**src/rtl/hazard_ctrl.sv**
```systemverilog
// hazard_ctrl: pipeline hazard unit: RF port arbitration, RAW stall, branch flush, stall watchdog
module hazard_ctrl (
  input  logic        clk,
  input  logic        rst,
  input  logic        id_valid_i,
  input  logic [4:0]  id_ra_i,
  input  logic [4:0]  id_rb_i,
  input  logic        id_ra_use_i,
  input  logic        id_rb_use_i,
  input  logic [4:0]  ex_rw_i,
  input  logic [1:0]  ex_rw_src_i,
  input  logic [4:0]  wb_rw_i,
  input  logic [1:0]  wb_rw_src_i,
  input  logic        br_taken_i,
  output logic [5:0]  stall_o,
  output logic        bubble_o,
  output logic        flush_o,
  output logic [4:0]  rf_addra_o,
  output logic        rf_wea_o,
  output logic [1:0]  hz_state_o,
  output logic [15:0] stall_cnt_o,
  output logic        err_o
);
  typedef enum logic [1:0] {RUN = 2'd0, STALL = 2'd1, FLUSH = 2'd2} state_t;
  state_t state;
  logic [2:0] cons_cnt;
  logic wb_wr, conflict, raw, br, hold;
  always_comb begin
    wb_wr = wb_rw_src_i != 2'd0;
    conflict = wb_wr & id_valid_i & id_ra_use_i;
    raw = id_valid_i & (ex_rw_src_i != 2'd0) & (ex_rw_i != 5'd0) &
          ((id_ra_use_i & (id_ra_i == ex_rw_i)) | (id_rb_use_i & (id_rb_i == ex_rw_i)));
    br = br_taken_i | (state == FLUSH);
    hold = conflict | raw;
    rf_wea_o = ~rst & wb_wr;
    rf_addra_o = rst ? 5'd0 : wb_wr ? wb_rw_i : id_ra_i;
    stall_o = rst ? 6'b111111 : br ? 6'b000000 : hold ? 6'b000111 : 6'b000000;
    bubble_o = rst | br | hold;
    flush_o = ~rst & br;
    hz_state_o = state;
  end
  always_ff @(posedge clk) begin
    if (rst) begin
      state <= RUN;
      stall_cnt_o <= 16'd0;
      cons_cnt <= 3'd0;
      err_o <= 1'b0;
    end else begin
      state <= br_taken_i ? FLUSH : (state != FLUSH && hold) ? STALL : RUN;
      if (stall_o != 6'd0 && stall_cnt_o != 16'hFFFF) stall_cnt_o <= stall_cnt_o + 16'd1;
      cons_cnt <= (stall_o == 6'd0) ? 3'd0 : (cons_cnt == 3'd4) ? 3'd4 : cons_cnt + 3'd1;
      err_o <= err_o | ((stall_o != 6'd0) & (cons_cnt >= 3'd3));
    end
  end
endmodule

```
**config.mk**
```make
export PLATFORM = sky130hd
export DESIGN_NAME = hazard_ctrl
export DESIGN_NICKNAME = d
export VERILOG_FILES = /design/src/rtl/hazard_ctrl.sv
export SDC_FILE = /design/constraint.sdc
export NUM_CORES = 1
export LEC_CHECK = 0
export ABC_AREA = 1
export BUFFER_PORTS_ARGS = -buffer_cell sky130_fd_sc_hd__buf_2
export CAP_MARGIN = 20
export CELL_PAD_IN_SITES_DETAIL_PLACEMENT = 1
export CELL_PAD_IN_SITES_GLOBAL_PLACEMENT = 2
export CORE_MARGIN = 2
export CORE_UTILIZATION = 24
export CTS_BUF_LIST = sky130_fd_sc_hd__clkbuf_4 sky130_fd_sc_hd__clkbuf_8 sky130_fd_sc_hd__clkbuf_16
export DETAILED_ROUTE_END_ITERATION = 8
export GPL_TIMING_DRIVEN = 0
export PLACE_DENSITY_LB_ADDON = 0.1
export SYNTH_ARGS = -nofsm -noshare
export SYNTH_HDL_FRONTEND = slang
export SYNTH_SLANG_ARGS = --single-unit
```
**constraint.sdc**
```tcl
create_clock -name clk -period 1.8 [get_ports clk]
set_input_delay 0.09 -clock clk [delete_from_list [all_inputs] [get_ports clk]]
set_output_delay 0.09 -clock clk [all_outputs]
set_load 0.02 [all_outputs]
```
==> impl_metrics.toml <==
[status]
status = "complete, no violations"

[sta]
tightest_slew_ns = 0.451
skew_ns = 0.0108
hold_violations = 0
max_freq_ghz = 0.611
holdWs_ns = 0.0535
rsz0062_at_grt = "true"
drv_slew = 0
max_slew_margin = 0.699
fin_crit_ns = 1.64
finalCritPeriodShare = 0.909
final-setup-viol-count = 0
totalNegativeSetupSlack_ns = 0

[power_and_ir_drop]
powerDensity_mw_per_mm2 = 520
p_int_uw = 798
comb_power_share = 0.235
seqPwrFrac = 0.446
p_sw_frac = 0.306
ir_worst_vdd_uv = 217
leakagePower_nw = 1.16
p_sw_uw = 351
p_clk_frac = 0.319

[synth]
ys_seq_elements = 22
syn-cell-area_mm2 = 0.00168
synth_simple_gate_area_frac = 0.425
synth_xor_xnor_area_share = 0.0156
synth_nets = 318
synth-main-ff-cell = "dfxtp_1"
postSynthCellCount = 284
synth_top_family_by_area = "simple AND/OR/NAND/NOR gates"
synthAdderAreaFrac = 0.0298
synth.area.mux_share = 0
async_flop_share = 0
synth_compound_area_frac = 0.0967
syn-mean-instance-area_um2 = 5.92
yosys_warnings = 0
synth_edf_count = 0
yosysSeqAreaShare = 0.262
synthDistinctLibCells = 29

[detailed_routing]
ant_nets = 0
vias = 1893
dr.pass1.iters = 4
routed_via_density = 4.24
drtIter0Drc = 36
drc = 0
wl_per_cell_um = 11.6
finalWirelength_um = 5160

[critical_path]
cp_max_fo = 5
critPathSlowestCell = "dfxtp_2"
critPathTopFamily = "simple AND/OR/NAND/NOR gates"
start_kind = "flip-flop"
crit_chain = "ha_2, nand2_1, nor2_1, nand2_2, nor2_4, nand3_2, nand2_1, nor3_1, nand3_1, nand2_1, nor2_1"
reg2reg_from = "stall_cnt_o[0]$_SDFFE_PP0P_"
crit_path_end_kind = "flip-flop"
path_common_cell = "nand2_1"
cp_num_buf_inv = 0
critPathKind = "flip-flop to flip-flop"
worstPathRequired_ns = 1.97
arrival_ns = 1.80
crit_path_max_incr_delay_ns = 0.35
critPathLaunch = "stall_cnt_o[0]$_SDFFE_PP0P_"

[clock_network]
cts_tree = "done"
clock_path_buffers = 2
clkSinkCount = 22
clk_pin_slew_ns = 0.09
h-tree-depth = 1
cts_root_buf = "clkbuf_8"
insertion_delay_ns = 0.27
cts_buffers = 3
hold_buffers = 0

[die]
fp.dieH_um = 87.7
io_pins = 63
row_count = 30
die_w_um = 87.7
start_util = 0.248
die_area_mm2 = 0.00769
coreArea_mm2 = 0.00679

[finish]
area_growth_pct = 31.5
nets = 385
finish.utilization = 0.325
diodes = 0
layout-drive-gt1-share = 0.297
design_area_mm2 = 0.00221
finalNonFillerCells = 446

[global_routing]
grtUsageTotal = 0.141
grt_remaining_overflow = 0
grt_max_degree = 13
grt_pass1_vias = 1839
grt_pass1_wl_um = 8570
antenna_found_initial = 0

[place]
place_congestion = 0.791
dp_hpwl_um = 4300
portBuffers = 62
place_area_mm2 = 0.00211
dpl.cell_count = 442

[hold_path]
min_from = "br_taken_i"
hold_path_class = "primary input to flip-flop"

[flow_run]
drv_cap = 0
[power by group through the flow]
stage | combinational, mW | sequential (mW) | clock [mW]
floorplan | 0.156 | 0.535 | 0
global placement | 0.271 | 0.523 | 0
detailed placement | 0.273 | 0.523 | 0
CTS | 0.275 | 0.511 | 0.394
global route | 0.308 | 0.515 | 0.407
finish | 0.270 | 0.512 | 0.367
[stage by stage]
step           worst slack, ns  total power, mW
6_report                 0.163             1.15
5_1_grt                -0.0242             1.23
4_1_cts               -0.00328             1.18
3_5_place_dp            0.0222            0.796
3_3_place_gp            0.0355            0.794
2_1_floorplan            0.215            0.691
[state kept, by name (all words and copies together), names as in the netlist]
signal,count
cons_cnt,3
stall_cnt_o,16
hz_state_o,2
err_o,1
[layout make-up]
| type | instances | area (um^2) |
|---|---|---|
| sequential | 22 | 443 |
| tap | 96 | 120 |
| inverter | 54 | 203 |
| fill | 932 | 4580 |
| multi-input combinational | 196 | 995 |
| buffer | 12 | 85.1 |
| timing repair buffer | 62 | 310 |
| clock buffer | 4 | 55.1 |
[cell usage after synthesis (all sizes together) (2+ instances only)]
master | number | area share
buf | 10 | 0.046
xor2 | 3 | 0.016
o21bai | 4 | 0.025
a21oi | 9 | 0.027
dfxtp | 22 | 0.26
inv | 54 | 0.12
nand3b | 2 | 0.0089
nor2 | 46 | 0.12
o21ai | 11 | 0.033
clkbuf | 2 | 0.0045
nand2 | 82 | 0.19
nand3 | 18 | 0.057
ha | 4 | 0.030
nand4 | 9 | 0.037
nor3 | 4 | 0.012
[timing repair]
action,CTS,global route
gates resized for setup,1,10
gates cloned,0,0
endpoints found under the setup margin,2,16
setup buffers,0,0
[cells by family (layout without fill, tap and decap cells)]
kind of cell	after synthesis	count (layout)
compound gates	27	27
xor+xnor	3	3
buf+inv	66	132
simple gates	162	162
fa+ha+maj	4	4
flops	22	22
[path summary, 6_finish.rpt]
kind                                  to  slack (ns)  depth (start not counted)
max          stall_cnt_o[9]$_SDFFE_PP0P_        0.16                         11
min             hz_state_o[1]$_SDFF_PP0_        0.05                          3
max reg2reg  stall_cnt_o[9]$_SDFFE_PP0P_        0.16                         11
min reg2reg       cons_cnt[0]$_SDFF_PP0_        0.45                          1
[placed cells by master (no fill, tap or decap), types with 2 or more instances in the layout]
cell	synthesis	layout
xor2_1	3	3
nand2_1	77	76
nor2_4	2	3
clkbuf_8	0	4
buf_6	2	2
nor2_1	41	40
o21bai_2	3	3
nand3b_1	2	2
nor2_2	3	3
nand2_2	5	6
nand3_1	17	15
nand4_1	8	8
o21ai_0	10	10
dfxtp_2	0	2
dfxtp_1	22	20
inv_1	50	50
inv_2	4	4
ha_1	4	3
nand3_2	1	3
buf_4	6	6
nor3_1	4	4
clkbuf_1	2	2
buf_2	2	64
a21oi_1	9	8
[metal layers]
layer  vias up  track usage  wire length [um]
li1       1005            -                 -
met1       840        0.181              2400
met2        46        0.242              2420
met3         2       0.0349               302
met4         0       0.0252                31
met5         -            0                 0
[worst min-delay path, delay by kind of cell]
kind                   cells  cell delay (ns)
buffers and inverters      2             0.16
and+or+nand+nor            1             0.03
Note: power is estimated with default switching activity, not from simulation.
